**src/rtl/led_pkg.sv**
```systemverilog
// Shared types and constants for the WS2812B frame driver.
package led_pkg;

  typedef enum logic [1:0] {
    StIdle,
    StShift,
    StLatch
  } led_state_e;

  localparam int unsigned GRB_W          = 24;
  localparam int unsigned NUM_PIX        = 64;
  localparam int unsigned BITS_PER_FRAME = NUM_PIX * GRB_W;

  // Default timing at 12 MHz.
  localparam int unsigned T0H_DEF             = 4;
  localparam int unsigned T1H_DEF             = 8;
  localparam int unsigned TBIT_DEF            = 15;
  localparam int unsigned LATCH_DEF           = 600;
  localparam int unsigned FRAMES_PER_STEP_DEF = 30;

  localparam logic [GRB_W-1:0] ALIVE_DEF = 24'h001000;
  localparam logic [GRB_W-1:0] DEAD_DEF  = 24'h000000;

  // Counter width that never collapses to zero bits.
  function automatic int unsigned clog2_min1(input int unsigned v);
    return (v <= 1) ? 1 : $clog2(v);
  endfunction

endpackage

```
**src/rtl/led_frame_driver_if.sv**
```systemverilog
// Rules-stage facing signals plus the LED data pin of the frame driver.
interface led_frame_driver_if;
  logic        enable;
  logic [63:0] grid;
  logic        dout;
  logic        step;
  logic        busy;
  logic        frame_done;

  // Rules stage / environment side.
  modport master (
    output enable,
    output grid,
    input  dout,
    input  step,
    input  busy,
    input  frame_done
  );

  // Frame driver side.
  modport slave (
    input  enable,
    input  grid,
    output dout,
    output step,
    output busy,
    output frame_done
  );
endinterface

```
**src/rtl/ws2812_bit_tx.sv**
```systemverilog
// Single WS2812B bit transmitter: a start pulse launches one bit period whose
// high time depends on bit_val. bit_done flags the final cycle of the period so
// the next bit can be chained without a gap.
module ws2812_bit_tx
  import led_pkg::*;
#(
  parameter int unsigned T0H_CYC  = T0H_DEF,
  parameter int unsigned T1H_CYC  = T1H_DEF,
  parameter int unsigned TBIT_CYC = TBIT_DEF
) (
  input  logic clk,
  input  logic reset_n,
  input  logic start,
  input  logic bit_val,
  output logic dout,
  output logic bit_done
);

  localparam int unsigned CycW = clog2_min1(TBIT_CYC);
  localparam logic [CycW-1:0] T0H     = CycW'(T0H_CYC);
  localparam logic [CycW-1:0] T1H     = CycW'(T1H_CYC);
  localparam logic [CycW-1:0] CycLast = CycW'(TBIT_CYC - 1);

  logic [CycW-1:0] cyc_q, cyc_d, cyc_nxt;
  logic [CycW-1:0] th_q, th_d;
  logic            active_q, active_d;
  logic            dout_q, dout_d;

  assign bit_done = active_q && (cyc_q == CycLast);
  assign dout     = dout_q;
  assign cyc_nxt  = cyc_q + CycW'(1);

  // Next-state: restart on start, otherwise walk the bit period.
  always_comb begin
    cyc_d    = cyc_q;
    th_d     = th_q;
    active_d = active_q;
    dout_d   = dout_q;
    if (start) begin
      active_d = 1'b1;
      cyc_d    = '0;
      th_d     = bit_val ? T1H : T0H;
      dout_d   = 1'b1;
    end else if (active_q) begin
      if (bit_done) begin
        active_d = 1'b0;
        cyc_d    = '0;
        dout_d   = 1'b0;
      end else begin
        cyc_d  = cyc_nxt;
        dout_d = (cyc_nxt < th_q);
      end
    end
  end

  // State register; dout is registered so it drops asynchronously on reset.
  always_ff @(posedge clk or negedge reset_n) begin
    if (!reset_n) begin
      cyc_q    <= '0;
      th_q     <= '0;
      active_q <= 1'b0;
      dout_q   <= 1'b0;
    end else begin
      cyc_q    <= cyc_d;
      th_q     <= th_d;
      active_q <= active_d;
      dout_q   <= dout_d;
    end
  end

endmodule

```
**src/rtl/led_frame_driver.sv**
```systemverilog
// Snapshots the 8x8 Life grid, streams it to a WS2812B matrix, and pulses
// step every FRAMES_PER_STEP frames to advance the rules stage.
// Build option SERPENTINE_EN: odd rows are sent in reverse column order.
module led_frame_driver
  import led_pkg::*;
#(
  parameter int unsigned       T0H_CYC         = T0H_DEF,
  parameter int unsigned       T1H_CYC         = T1H_DEF,
  parameter int unsigned       TBIT_CYC        = TBIT_DEF,
  parameter int unsigned       LATCH_CYC       = LATCH_DEF,
  parameter int unsigned       FRAMES_PER_STEP = FRAMES_PER_STEP_DEF,
  parameter logic [GRB_W-1:0]  ALIVE_GRB       = ALIVE_DEF,
  parameter logic [GRB_W-1:0]  DEAD_GRB        = DEAD_DEF
) (
  input logic              clk,
  input logic              reset_n,
  led_frame_driver_if.slave bus
);

  localparam int unsigned CycW = clog2_min1((TBIT_CYC > LATCH_CYC) ? TBIT_CYC : LATCH_CYC);
  localparam int unsigned FcW  = clog2_min1(FRAMES_PER_STEP + 1);
  localparam logic [CycW-1:0] LatchLast = CycW'(LATCH_CYC - 1);
  localparam logic [FcW-1:0]  FcLast    = FcW'(FRAMES_PER_STEP - 1);
  localparam logic [5:0]      PixLast   = 6'(NUM_PIX - 1);
  localparam logic [4:0]      BitMsb    = 5'(GRB_W - 1);

  // Maps transmit order to grid bit index.
  function automatic logic [5:0] pix_to_idx(input logic [5:0] pix);
`ifdef SERPENTINE_EN
    return {pix[5:3], pix[2:0] ^ {3{pix[3]}}};
`else
    return pix;
`endif
  endfunction

  led_state_e       state_q, state_d;
  logic [63:0]      snap_q, snap_d;
  logic [5:0]       pix_q, pix_d, nxt_pix;
  logic [4:0]       bit_q, bit_d, nxt_bit;
  logic [CycW-1:0]  lcyc_q, lcyc_d;
  logic [FcW-1:0]   fc_q, fc_d;
  logic             busy_q;
  logic [63:0]      src;
  logic [GRB_W-1:0] colour;
  logic             last_bit;
  logic             tx_start, tx_bit_val, tx_bit_done, tx_dout;
  logic             step_pulse, done_pulse;

  assign last_bit = (pix_q == PixLast) && (bit_q == '0);

  // Select the bit that the next tx_start will launch. In IDLE the first bit
  // comes straight from grid because the snapshot loads on the same edge.
  always_comb begin
    if (state_q == StShift) begin
      nxt_bit = (bit_q == '0) ? BitMsb : bit_q - 5'd1;
      nxt_pix = (bit_q == '0) ? pix_q + 6'd1 : pix_q;
      src     = snap_q;
    end else begin
      nxt_bit = BitMsb;
      nxt_pix = '0;
      src     = bus.grid;
    end
    colour     = src[pix_to_idx(nxt_pix)] ? ALIVE_GRB : DEAD_GRB;
    tx_bit_val = colour[nxt_bit];
  end

  // Frame sequencing: next state, counters and the end-of-latch pulses.
  always_comb begin
    state_d    = state_q;
    snap_d     = snap_q;
    pix_d      = pix_q;
    bit_d      = bit_q;
    lcyc_d     = lcyc_q;
    fc_d       = fc_q;
    tx_start   = 1'b0;
    done_pulse = 1'b0;
    step_pulse = 1'b0;
    unique case (state_q)
      StIdle: begin
        if (bus.enable) begin
          state_d  = StShift;
          snap_d   = bus.grid;
          pix_d    = '0;
          bit_d    = BitMsb;
          tx_start = 1'b1;
        end
      end
      StShift: begin
        if (tx_bit_done) begin
          if (last_bit) begin
            state_d = StLatch;
            lcyc_d  = '0;
          end else begin
            tx_start = 1'b1;
            pix_d    = nxt_pix;
            bit_d    = nxt_bit;
          end
        end
      end
      StLatch: begin
        if (lcyc_q == LatchLast) begin
          done_pulse = 1'b1;
          state_d    = StIdle;
          if (fc_q == FcLast) begin
            step_pulse = 1'b1;
            fc_d       = '0;
          end else begin
            fc_d = fc_q + FcW'(1);
          end
        end else begin
          lcyc_d = lcyc_q + CycW'(1);
        end
      end
      default: state_d = StIdle;
    endcase
  end

  // State and datapath registers.
  always_ff @(posedge clk or negedge reset_n) begin
    if (!reset_n) begin
      state_q <= StIdle;
      snap_q  <= '0;
      pix_q   <= '0;
      bit_q   <= '0;
      lcyc_q  <= '0;
      fc_q    <= '0;
      busy_q  <= 1'b0;
    end else begin
      state_q <= state_d;
      snap_q  <= snap_d;
      pix_q   <= pix_d;
      bit_q   <= bit_d;
      lcyc_q  <= lcyc_d;
      fc_q    <= fc_d;
      busy_q  <= (state_d != StIdle);
    end
  end

  ws2812_bit_tx #(
    .T0H_CYC  (T0H_CYC),
    .T1H_CYC  (T1H_CYC),
    .TBIT_CYC (TBIT_CYC)
  ) u_bit_tx (
    .clk      (clk),
    .reset_n  (reset_n),
    .start    (tx_start),
    .bit_val  (tx_bit_val),
    .dout     (tx_dout),
    .bit_done (tx_bit_done)
  );

  assign bus.dout       = tx_dout;
  assign bus.busy       = busy_q;
  assign bus.step       = step_pulse;
  assign bus.frame_done = done_pulse;

endmodule

```
**src/flat_wrapper.sv**
```systemverilog
// flat-port wrapper written by rule: the top's interface ports become plain ports
module led_frame_driver_flat import led_pkg::*;
#(
  parameter int unsigned       T0H_CYC         = T0H_DEF,
  parameter int unsigned       T1H_CYC         = T1H_DEF,
  parameter int unsigned       TBIT_CYC        = TBIT_DEF,
  parameter int unsigned       LATCH_CYC       = LATCH_DEF,
  parameter int unsigned       FRAMES_PER_STEP = FRAMES_PER_STEP_DEF,
  parameter logic [GRB_W-1:0]  ALIVE_GRB       = ALIVE_DEF,
  parameter logic [GRB_W-1:0]  DEAD_GRB        = DEAD_DEF
)
  (clk, reset_n, bus_enable, bus_grid, bus_dout, bus_step, bus_busy, bus_frame_done);
  led_frame_driver_if bus_i ();
  input logic clk;
  input logic reset_n;
  input wire logic [$bits(bus_i.enable)-1:0] bus_enable;
  input wire logic [$bits(bus_i.grid)-1:0] bus_grid;
  output wire logic [$bits(bus_i.dout)-1:0] bus_dout;
  output wire logic [$bits(bus_i.step)-1:0] bus_step;
  output wire logic [$bits(bus_i.busy)-1:0] bus_busy;
  output wire logic [$bits(bus_i.frame_done)-1:0] bus_frame_done;
  assign bus_i.enable = bus_enable;
  assign bus_i.grid = bus_grid;
  assign bus_dout = bus_i.dout;
  assign bus_step = bus_i.step;
  assign bus_busy = bus_i.busy;
  assign bus_frame_done = bus_i.frame_done;
  led_frame_driver #(.T0H_CYC(T0H_CYC), .T1H_CYC(T1H_CYC), .TBIT_CYC(TBIT_CYC), .LATCH_CYC(LATCH_CYC), .FRAMES_PER_STEP(FRAMES_PER_STEP), .ALIVE_GRB(ALIVE_GRB), .DEAD_GRB(DEAD_GRB)) u_core (.clk(clk), .reset_n(reset_n), .bus(bus_i));
endmodule
```
**config.mk**
```make
export PLATFORM = sky130hd
export DESIGN_NAME = led_frame_driver_flat
export DESIGN_NICKNAME = d
export VERILOG_FILES = /design/src/rtl/led_pkg.sv /design/src/rtl/led_frame_driver_if.sv /design/src/rtl/ws2812_bit_tx.sv /design/src/rtl/led_frame_driver.sv /design/src/flat_wrapper.sv
export SDC_FILE = /design/constraint.sdc
export NUM_CORES = 1
export LEC_CHECK = 0
export BUFFER_PORTS_ARGS = -buffer_cell sky130_fd_sc_hd__buf_2
export CORE_UTILIZATION = 28
export CTS_CLUSTER_SIZE = 25
export DETAILED_ROUTE_END_ITERATION = 6
export MAX_ROUTING_LAYER = met4
export PLACE_DENSITY_LB_ADDON = 0.3
export SLEW_MARGIN = 25
export SYNTH_ARGS = -nofsm -noshare
export SYNTH_HDL_FRONTEND = slang
export SYNTH_SLANG_ARGS = --single-unit
export TNS_END_PERCENT = 10
```
**constraint.sdc**
```tcl
create_clock -name clk -period 3.88 [get_ports clk]
set_input_delay 0.388 -clock clk [delete_from_list [all_inputs] [get_ports clk]]
set_output_delay 0.388 -clock clk [all_outputs]
set_load 0.02 [all_outputs]
```
==> qor.txt, run 1 <==
met3 usage - 2.033%
DP Worst Slack - 562.4 ps
Crit. End Element - flip-flop
Final Hold Viols - 0
antenna cells - 0
CTS tree - yes
M1 GR Usage - 18.88%
worst path bufs/invs - 1
min Tclk post-route - 3344 ps
worst setup margin - 536.3 ps
status - finished, final reports clean
post-detailed-route count of antenna-violating nets - 0
launching point of the worst reg2reg path - u_core.bit_q[0]
clk_skew - 11.69 ps
Synth top area share - 44.98%
number of CTS-inserted buffers - 9
main flop type after synthesis - dfrtp_1
largest net degree at the start of global routing - 80
WP data arrival - 3590 ps
CP required - 4130 ps
top cells by area, synth - dfrtp_1 45%, mux2_2 14%, mux2i_1 4.6%
most frequent cells in the layout - 101 x dfrtp_1, 69 x buf_2, 68 x mux2_2, 43 x nand2_1, 30 x nor2_1
Critical-path top delay cell - or4b_4
area grow syn2layout - 16.17%
peak supply drop - 0.0002283 V
Slew headroom - 42.31%
placed cells - 840
share of cells above drive strength 1 - 31.13%
met2 usage - 23.74%
Final GP Congestion - 0.8816
Rows - 51
vias per inst - 5.022
Initial Util - 28.68%
CP startpoint - u_core.bit_q[0]
fin nets - 662
Starting DRT DRC Count - 296
number of enable flip-flop cells after synthesis - 0
register clock-pin slew on the reported worst setup and hold paths - 80 ps
H-Tree Level Count - 3
crit-path cells - inv_1, ha_1, or4b_4, or3_1, a21o_1, and4b_1, o2111ai_1, o311ai_1, a2111o_1
layer with the highest usage - met2
antenna violations before repair - 0
CP Launch Type - flip-flop
post-CTS setup repair buffer count - 0
aggregate global routing overflow - 0
WL final - 14.18 mm
Hold-fix buffers, CTS - 0
TritonRoute pass-1 iters - 4
Crit path max-delay family - simple AND/OR/NAND/NOR gates
Root Driver - clkbuf_16
CTS sink cnt - 101
Yosys cell types - 66
worst-path fanout max - 27
actual slew at the worst max-slew pin - 865.3 ps
Post-Syn Instances - 525
Die H - 143.7 um
die area - 20640 um^2
hold crit path type - in -> async
post-CTS sizing - 0
most common cell after layout, fill and taps aside - dfrtp_1
I/O pin cnt - 71
reg2reg end - u_core.u_bit_tx.th_q[3]
RSZ-0062 raised after global routing - no
worst r2r path cells - 9
CP max stage delay - 650 ps
Post-Layout Cell Count - 856
Async S/R FF share, synth - 100.0%
Setup TNS - 0 ps
Via Count - 4299
Yosys Warn Count - 0
Max Freq - 299.1 MHz
Static Leakage - 2.916 nW
DRC errors left - 0
total global-route track usage - 15.10%
Setup Viol. Count Final - 0
Max Root-Sink Buffers - 2
#FFs+latches synth - 101
syn_area_per_cell - 10.70 um^2
IO buf count - 70
Die W - 143.7 um
Synth Net Count - 601
fin. max-slew vios - 0
vias in the first global route - 4408
core region area - 19590 um^2
Max-Cap Viols - 0
CP Class - reg -> reg
period utilization - 86.18%
post-DP HPWL - 9.992 mm
synthesized cell area - 5619 um^2
worst reg-to-reg setup slack - 540 ps
register area share after synthesis - 44.98%
first-pass GRT wire length - 23.01 mm
area leader, netlist - dfrtp_1
PD cells - 580.0 nW/um^2
Worst-Skew Late Latency - 360 ps
crit path to - u_core.u_bit_tx.th_q[3]
Levels on crit path - 9
routed length per instance - 16.56 um
==> final cells by class <==
cell class	count	area, um^2
tap	265	331.6
timing repair buffer	83	454.2
fill	1977	13060
inverter	11	41.29
clock inverter	7	56.30
sequential	101	2527
clock buffer	9	225.2
multi-input combinational	380	2892
==> flip-flops by register name, summed over array words and instances, names as in the netlist <==
signal                    cells
u_core.u_bit_tx.cyc_q         4
u_core.bus.busy               1
u_core.u_bit_tx.th_q          2
u_core.lcyc_q                10
u_core.pix_q                  6
u_core.state_q                2
u_core.u_bit_tx.dout          1
u_core.fc_q                   5
u_core.u_bit_tx.active_q      1
u_core.snap_q                64
u_core.bit_q                  5
==> stage by stage <==
stage	total power, mW	util, %	hold WS [ps]	area, um^2
floorplan	2.484	-	92.41	5619
global placement	2.891	31.86	469.9	6242
detailed placement	2.928	31.86	475.3	6242
CTS	3.822	33.30	241.3	6524
global route	4.017	33.32	124.0	6528
finish	3.786	33.32	41.45	6528
==> worst min-delay path by stage <==
stage                              start           endpoint  slack [ps]
after floorplan                  reset_n    u_core.bit_q[0]          90
after global placement    u_core.fc_q[4]     u_core.fc_q[4]         470
after detailed placement  u_core.fc_q[4]     u_core.fc_q[4]         480
after CTS                   bus_grid[55]  u_core.snap_q[55]         240
after global routing             reset_n     u_core.fc_q[0]         120
final                            reset_n     u_core.fc_q[3]          40
==> report_power, final <==
part | switching, mW | total [mW] | internal (mW) | leakage, nW
clock network | 0.430 | 0.874 | 0.444 | 0.142
registers | 0.140 | 1.31 | 1.17 | 1.30
logic | 0.950 | 1.60 | 0.649 | 1.48
total | 1.52 | 3.79 | 2.27 | 2.92
==> cells in the mapped netlist, drive strengths merged, types with 3 or more instances <==
| cell type | number |
|---|---|
| inv | 11 |
| nor3 | 12 |
| ha | 9 |
| o31ai | 4 |
| or3 | 4 |
| nor2 | 31 |
| nor2b | 9 |
| a2111oi | 5 |
| nand3 | 21 |
| o2111ai | 5 |
| nand4b | 3 |
| o221ai | 3 |
| and3 | 4 |
| clkbuf | 18 |
| a21oi | 20 |
| or4b | 4 |
| buf | 15 |
| a31oi | 4 |
| nor4 | 3 |
| and2 | 5 |
| nand2b | 6 |
| xnor2 | 4 |
| nand2 | 43 |
| mux2i | 27 |
| mux4 | 3 |
| nand3b | 4 |
| dfrtp | 101 |
| xor2 | 8 |
| mux2 | 68 |
| o211ai | 3 |
| a211oi | 3 |
| nand4 | 7 |
| and4 | 3 |
| o21ai | 25 |
==> logic make-up (layout without fill, tap and decap cells) <==
kind of cell | Yosys count | count (layout) | synth area share, %
adders and majority gates | 9 | 9 | 2.004
AOI/OAI and AO/OA | 92 | 92 | 11.67
xor gates and xnor gates | 12 | 12 | 1.870
muxes | 98 | 98 | 19.71
buffers and inverters | 44 | 110 | 3.652
and+or+nand+nor | 169 | 169 | 16.12
DFF | 101 | 101 | 44.98
==> routing by layer <==
layer	vias to the layer above	routed length (um)
met3	28	426
met5	-	0
met2	86	6755
li1	2055	-
met4	0	408
met1	2130	6588
==> worst reg2reg max path, cell delays in order, from the launching register on <==
cell and delay, ps:
dfrtp_1 420, inv_1 120, ha_1 180, or4b_4 650
or3_1 550, a21o_1 380, and4b_1 320, o2111ai_1 110
o311ai_1 150, a2111o_1 360
(Power assumes the default switching activity.)
==> run 2, diff against run 1 <==
- clock period: 3.88 -> 3.2 ns (I/O delays scaled with it)
==> run 2 against run 1 <==
Compared with the run above:
- final cell count grew 1.4%
- clock power up 30%
- first-iteration DRC count down 19%
- fmax rose by 9.9%
- sequential power rose by 23%
- critical path type unchanged
==> qor.txt, run 2 (synthesized netlist as in run 1, its figures left out) <==
status - finished, final reports clean
area grow syn2layout - 18.73%
worst reg-to-reg setup slack - 160 ps (-380 ps)
Root Driver - clkbuf_16
antenna cells - 0 (unchanged)
CTS tree - yes
CP Class - reg -> reg
WP data arrival - 3290 ps (-300 ps)
Initial Util - 28.68% (unchanged)
largest net degree at the start of global routing - 102 (+28%)
peak supply drop - 0.0003886 V (+70%)
Final Hold Viols - 0 (unchanged)
DRC errors left - 0 (unchanged)
Final GP Congestion - 0.8547 (-3.1%)
met2 usage - 24.04% (+0.31 points)
PD cells - 709.4 nW/um^2 (+22%)
Rows - 51 (unchanged)
Die W - 143.7 um (unchanged)
CP max stage delay - 580 ps (-70 ps)
reg2reg end - u_core.u_bit_tx.th_q[3]
vias per inst - 5.046 (+0.48%)
CP Launch Type - flip-flop
routed length per instance - 16.65 um (+0.55%)
first-pass GRT wire length - 23.13 mm (+0.51%)
Crit. End Element - flip-flop
share of cells above drive strength 1 - 32.50% (+1.4 points)
post-detailed-route count of antenna-violating nets - 0 (unchanged)
worst r2r path cells - 10 (+1)
hold crit path type - in -> async
Largest regs - u_core.snap_q x64, u_core.lcyc_q x10, u_core.pix_q x6
crit-path cells - inv_1, ha_1, or4b_4, or3_1, and2_1, buf_4, o221a_2, a211oi_1, o311ai_1, a2111o_1
vias in the first global route - 4361 (-1.1%)
Crit path max-delay family - simple AND/OR/NAND/NOR gates
period utilization - 95.06% (+8.9 points)
layer with the highest usage - met2
most frequent cells in the layout - 101 x dfrtp_1, 69 x buf_2, 68 x mux2_2, 43 x nand2_1, 30 x nor2_1
register clock-pin slew on the reported worst setup and hold paths - 70 ps (about the same)
Die H - 143.7 um (unchanged)
CTS sink cnt - 101 (unchanged)
Max-Cap Viols - 0 (unchanged)
TritonRoute pass-1 iters - 4 (unchanged)
largest register by flop count - u_core.snap_q
worst-path fanout max - 12 (-56%)
Max Root-Sink Buffers - 2 (unchanged)
clk_skew - 10.61 ps (-1.085 ps)
fin nets - 674 (+1.8%)
total global-route track usage - 15.15% (+0.049 points)
Via Count - 4380 (+1.9%)
launching point of the worst reg2reg path - u_core.bit_q[0]
CP required - 3450 ps (-680 ps)
DP Area - 6342 um^2 (+1.6%)
number of CTS-inserted buffers - 9 (unchanged)
M1 GR Usage - 19.40% (+0.51 points)
max reg flops - 64 (unchanged)
core region area - 19590 um^2 (unchanged)
worst hold margin - 11.15 ps (-30.30 ps)
IO buf count - 70 (unchanged)
met3 usage - 2.033% (unchanged)
H-Tree Level Count - 3 (unchanged)
worst path bufs/invs - 2 (+1)
Static Leakage - 2.991 nW (+2.6%)
Max Freq - 328.7 MHz (+9.9%)
Critical-path top delay cell - or4b_4
Slew headroom - 44.60% (+2.3 points)
die area - 20640 um^2 (unchanged)
Setup TNS - 0 ps (unchanged)
Setup Viol. Count Final - 0 (unchanged)
I/O pin cnt - 71 (unchanged)
fin. max-slew vios - 0 (unchanged)
post-DP HPWL - 10.32 mm (+3.3%)
WL final - 14.46 mm (+2.0%)
actual slew at the worst max-slew pin - 831.1 ps (-34.28 ps)
RSZ-0062 raised after global routing - no
Starting DRT DRC Count - 239 (-19%)
min Tclk post-route - 3042 ps (-301.6 ps)
antenna violations before repair - 0 (unchanged)
Worst-Skew Late Latency - 360 ps (about the same)
aggregate global routing overflow - 0 (unchanged)
most common cell after layout, fill and taps aside - dfrtp_1
Design Area, Final - 6671 um^2 (+2.2%)
final core utilization - 34.06% (+0.73 points)
## run 2: changes by cell type in the layout (fill, tap and decap cells not counted), sizes merged
cell      change
clkinv        -2
or4b          +1
clkinvlp      +1
bufinv        +1
inv           -1
buf          +11
clkbuf        +1
## run 2: worst max-delay path by stage
stage,startpoint,end,slack [ps],cells after the start
4_1_cts,u_core.bit_q[0],u_core.u_bit_tx.th_q[3],150,10
3_3_place_gp,u_core.bit_q[0],u_core.u_bit_tx.th_q[3],240,10
2_1_floorplan,u_core.bit_q[0],u_core.u_bit_tx.th_q[2],310,9
5_1_grt,u_core.bit_q[0],u_core.u_bit_tx.th_q[3],10,10
6_report,u_core.bit_q[0],u_core.u_bit_tx.th_q[3],160,10
3_5_place_dp,u_core.bit_q[0],u_core.u_bit_tx.th_q[3],140,10
## run 2: stage by stage
step	worst slack [ps]	cells	total power, mW
final	157.9	868	4.733
after global routing	14.54	868	5.034
after CTS	149.1	866	4.743
after detailed placement	141.0	850	3.583
after global placement	244.0	850	3.536
after floorplan	310.0	525	3.012
## run 2: area by class of cell
class	count	area, um^2
Fill cell	2003	12920
Multi-Input combinational cell	381	2905
Sequential cell	101	2527
Timing Repair Buffer	94	558.0
Tap cell	265	331.6
Clock buffer	10	239.0
Clock inverter	6	68.82
Inverter	11	41.29
## run 2: metal layers
metal,vias up,part of all wire (%)
li1,2077,-
met1,2194,46
met2,89,49
met3,20,3.9
met4,0,1.7
met5,-,0
## run 2: where the power goes
part	total [mW]	leakage, nW	switching [mW]	internal (mW)
combinational	1.99	1.55	1.13	0.859
sequential	1.61	1.30	0.184	1.42
clock	1.14	0.149	0.508	0.633
total	4.73	2.99	1.82	2.91
## run 2: timing repair
action / 4_1_cts / 5_1_grt
setup buffers: 0 / 1
hold buffers: 0 / 0
resized for setup: 0 / 1
setup endpoints to repair: 0 / 1
==> run 3, diff against run 2 <==
- CORE_ASPECT_RATIO: default -> 1.4
- CTS_BUF_LIST: default -> sky130_fd_sc_hd__clkbuf_4 sky130_fd_sc_hd__clkbuf_8 sky130_fd_sc_hd__clkbuf_16
- PLACE_DENSITY: default -> 0.54
- PLACE_DENSITY_LB_ADDON: 0.3 -> default
==> run 3 against run 2 <==
Compared with the run above:
- final area is 0.11% higher
- count of clock-buffer cells in the layout down 1
- setup slack got worse by 7.1 ps
- fmax down 0.23%
- worst hold slack better by 75 ps
- via count up 0.64%
- die area is essentially flat
- register-to-register slack is essentially flat
- non-clock buffer count increased by 4
- critical endpoint is now u_core.u_bit_tx.th_q[2]
==> qor.txt, run 3 (synthesized netlist as in run 1, its figures left out) <==
antenna cells - 0 (unchanged)
Initial Util - 28.90% (+0.22 points)
Static Leakage - 3.001 nW (+0.33%)
Total Power - 4.732 mW (about the same)
number of CTS-inserted buffers - 9 (unchanged)
Slew headroom - 40.74% (-3.9 points)
DP Worst Slack - 71.09 ps (-69.90 ps)
most common cell after layout, fill and taps aside - dfrtp_1
CP Launch Type - flip-flop
CP Class - reg -> reg
CP required - 3430 ps (-20 ps)
Starting DRT DRC Count - 191 (-20%)
TritonRoute pass-1 iters - 4 (unchanged)
post-DP HPWL - 10.70 mm (+3.7%)
largest register by flop count - u_core.snap_q
PD cells - 708.4 nW/um^2 (-0.14%)
antenna violations before repair - 0 (unchanged)
RSZ-0062 raised after global routing - no
routed length per instance - 17.35 um (+4.2%)
Max Freq - 328.0 MHz (-0.23%)
WL final - 14.85 mm (+2.7%)
IO buf count - 70 (unchanged)
fin. max-slew vios - 0 (unchanged)
actual slew at the worst max-slew pin - 888.8 ps (+57.79 ps)
register clock-pin slew on the reported worst setup and hold paths - 80 ps (about the same)
die area - 20650 um^2 (about the same)
Design Area, Final - 6679 um^2 (+0.11%)
CTS tree - yes
DRC errors left - 0 (unchanged)
Final Hold Viols - 0 (unchanged)
worst path bufs/invs - 2 (unchanged)
Max-Cap Viols - 0 (unchanged)
I/O pin cnt - 71 (unchanged)
register area - 2527 um^2 (unchanged)
Largest regs - u_core.snap_q x64, u_core.lcyc_q x10, u_core.pix_q x6
fin nets - 679 (+0.74%)
core region area - 19440 um^2 (-0.75%)
aggregate global routing overflow - 0 (unchanged)
Critical-path top delay cell - or4b_1
Worst-Skew Late Latency - 360 ps (about the same)
post-detailed-route count of antenna-violating nets - 0 (unchanged)
largest net degree at the start of global routing - 68 (-33%)
Setup TNS - 0 ps (unchanged)
total global-route track usage - 15.35% (+0.20 points)
area grow syn2layout - 18.86%
Crit. End Element - flip-flop
H-Tree Level Count - 3 (unchanged)
Max Root-Sink Buffers - 2 (unchanged)
period utilization - 95.29% (+0.22 points)
worst-path fanout max - 5 (-7)
most frequent cells in the layout - 101 x dfrtp_1, 69 x buf_2, 68 x mux2_2, 43 x nand2_1, 30 x nor2_1
fill cell count - 1908 (-4.7%)
final core utilization - 34.35% (+0.30 points)
max reg flops - 64 (unchanged)
Setup Viol. Count Final - 0 (unchanged)
clk_skew - 10.15 ps (-0.4582 ps)
share of cells above drive strength 1 - 33.88% (+1.4 points)
DP Area - 6304 um^2 (-0.61%)
Crit path max-delay family - simple AND/OR/NAND/NOR gates
Die W - 121.7 um (-15%)
crit-path cells - inv_1, ha_2, or4b_4, buf_4, o211ai_1, nand3_1, o311a_1, or4b_1, o311ai_2, nor4_1
min Tclk post-route - 3049 ps (+7.076 ps)
Die H - 169.6 um (+18%)
vias per inst - 5.150 (+2.1%)
CTS sink cnt - 101 (unchanged)
hold crit path type - in -> async
CP max stage delay - 530 ps (-50 ps)
worst setup margin - 150.9 ps (-7.076 ps)
first-pass GRT wire length - 23.87 mm (+3.2%)
area occupied by multi-input gates - 2949 um^2 (+1.5%)
Rows - 60 (+18%)
Root Driver - clkbuf_16
Final GP Congestion - 0.8487 (-0.70%)
vias in the first global route - 4539 (+4.1%)
Via Count - 4408 (+0.64%)
peak supply drop - 0.0003445 V (-11%)
WP data arrival - 3280 ps (about the same)
status - finished, final reports clean
## run 3: cell types whose count changed in the layout (fill, tap and decap cells not counted), sizes merged
cell / previous run / this run
buf: 94 / 98
bufinv: 1 / 0
clkbuf: 10 / 9
inv: 13 / 15
or4b: 5 / 6
## run 3: cell type report
cell class,instances,share of cell area (%)
Clock buffer,9,3.372
Clock inverter,7,0.9367
Inverter,11,0.6182
Multi-Input combinational cell,382,44.16
Sequential cell,101,37.84
Tap cell,248,4.646
Timing Repair Buffer,98,8.430
## run 3: worst paths after layout
check / start / to / slack (ps) / depth (start not counted)
max: u_core.bit_q[0] / u_core.u_bit_tx.th_q[2] / 150 / 10
min: reset_n / u_core.snap_q[38] / 90 / 1
max reg2reg: u_core.bit_q[0] / u_core.u_bit_tx.th_q[2] / 150 / 10
min reg2reg: u_core.fc_q[4] / u_core.fc_q[4] / 490 / 1
max in group asynchronous: reset_n / u_core.state_q[0] / 2310 / 2
min in group clk: bus_grid[63] / u_core.snap_q[63] / 190 / 2
## run 3: worst reg2reg max path, delay by kind of cell (launching register included)
kind,cells,cell delay (ps)
buffers and inverters,2,320
AOI/OAI and AO/OA,3,670
adders and majority gates,1,250
DFF,1,410
and+or+nand+nor,4,1270
## run 3: report_power, final
part	internal [mW]	switching, mW
Sequential	1.42	0.180
Combinational	0.884	1.17
Clock	0.545	0.530
Total	2.85	1.88
## run 3: timing repair
item | CTS | global route
gates resized for setup | 0 | 8
setup buffers | 0 | 4
setup endpoints to repair | 0 | 2
hold buffers | 0 | 0
## run 3: per-layer routing
metal / GRT usage [%] / routed length, um / vias up
li1: - / - / 2090
met1: 17.86 / 6241 / 2225
met2: 26.16 / 7844 / 73
met3: 2.184 / 349 / 20
met4: 6.495 / 417 / 0
met5: - / 0 / -
## run 3: per-stage QoR
stage	instances	hold WS (ps)
2_1_floorplan	525	24.41
5_1_grt	856	141.8
6_report	856	86.06
3_5_place_dp	834	473.9
4_1_cts	850	112.9
3_3_place_gp	834	472.1
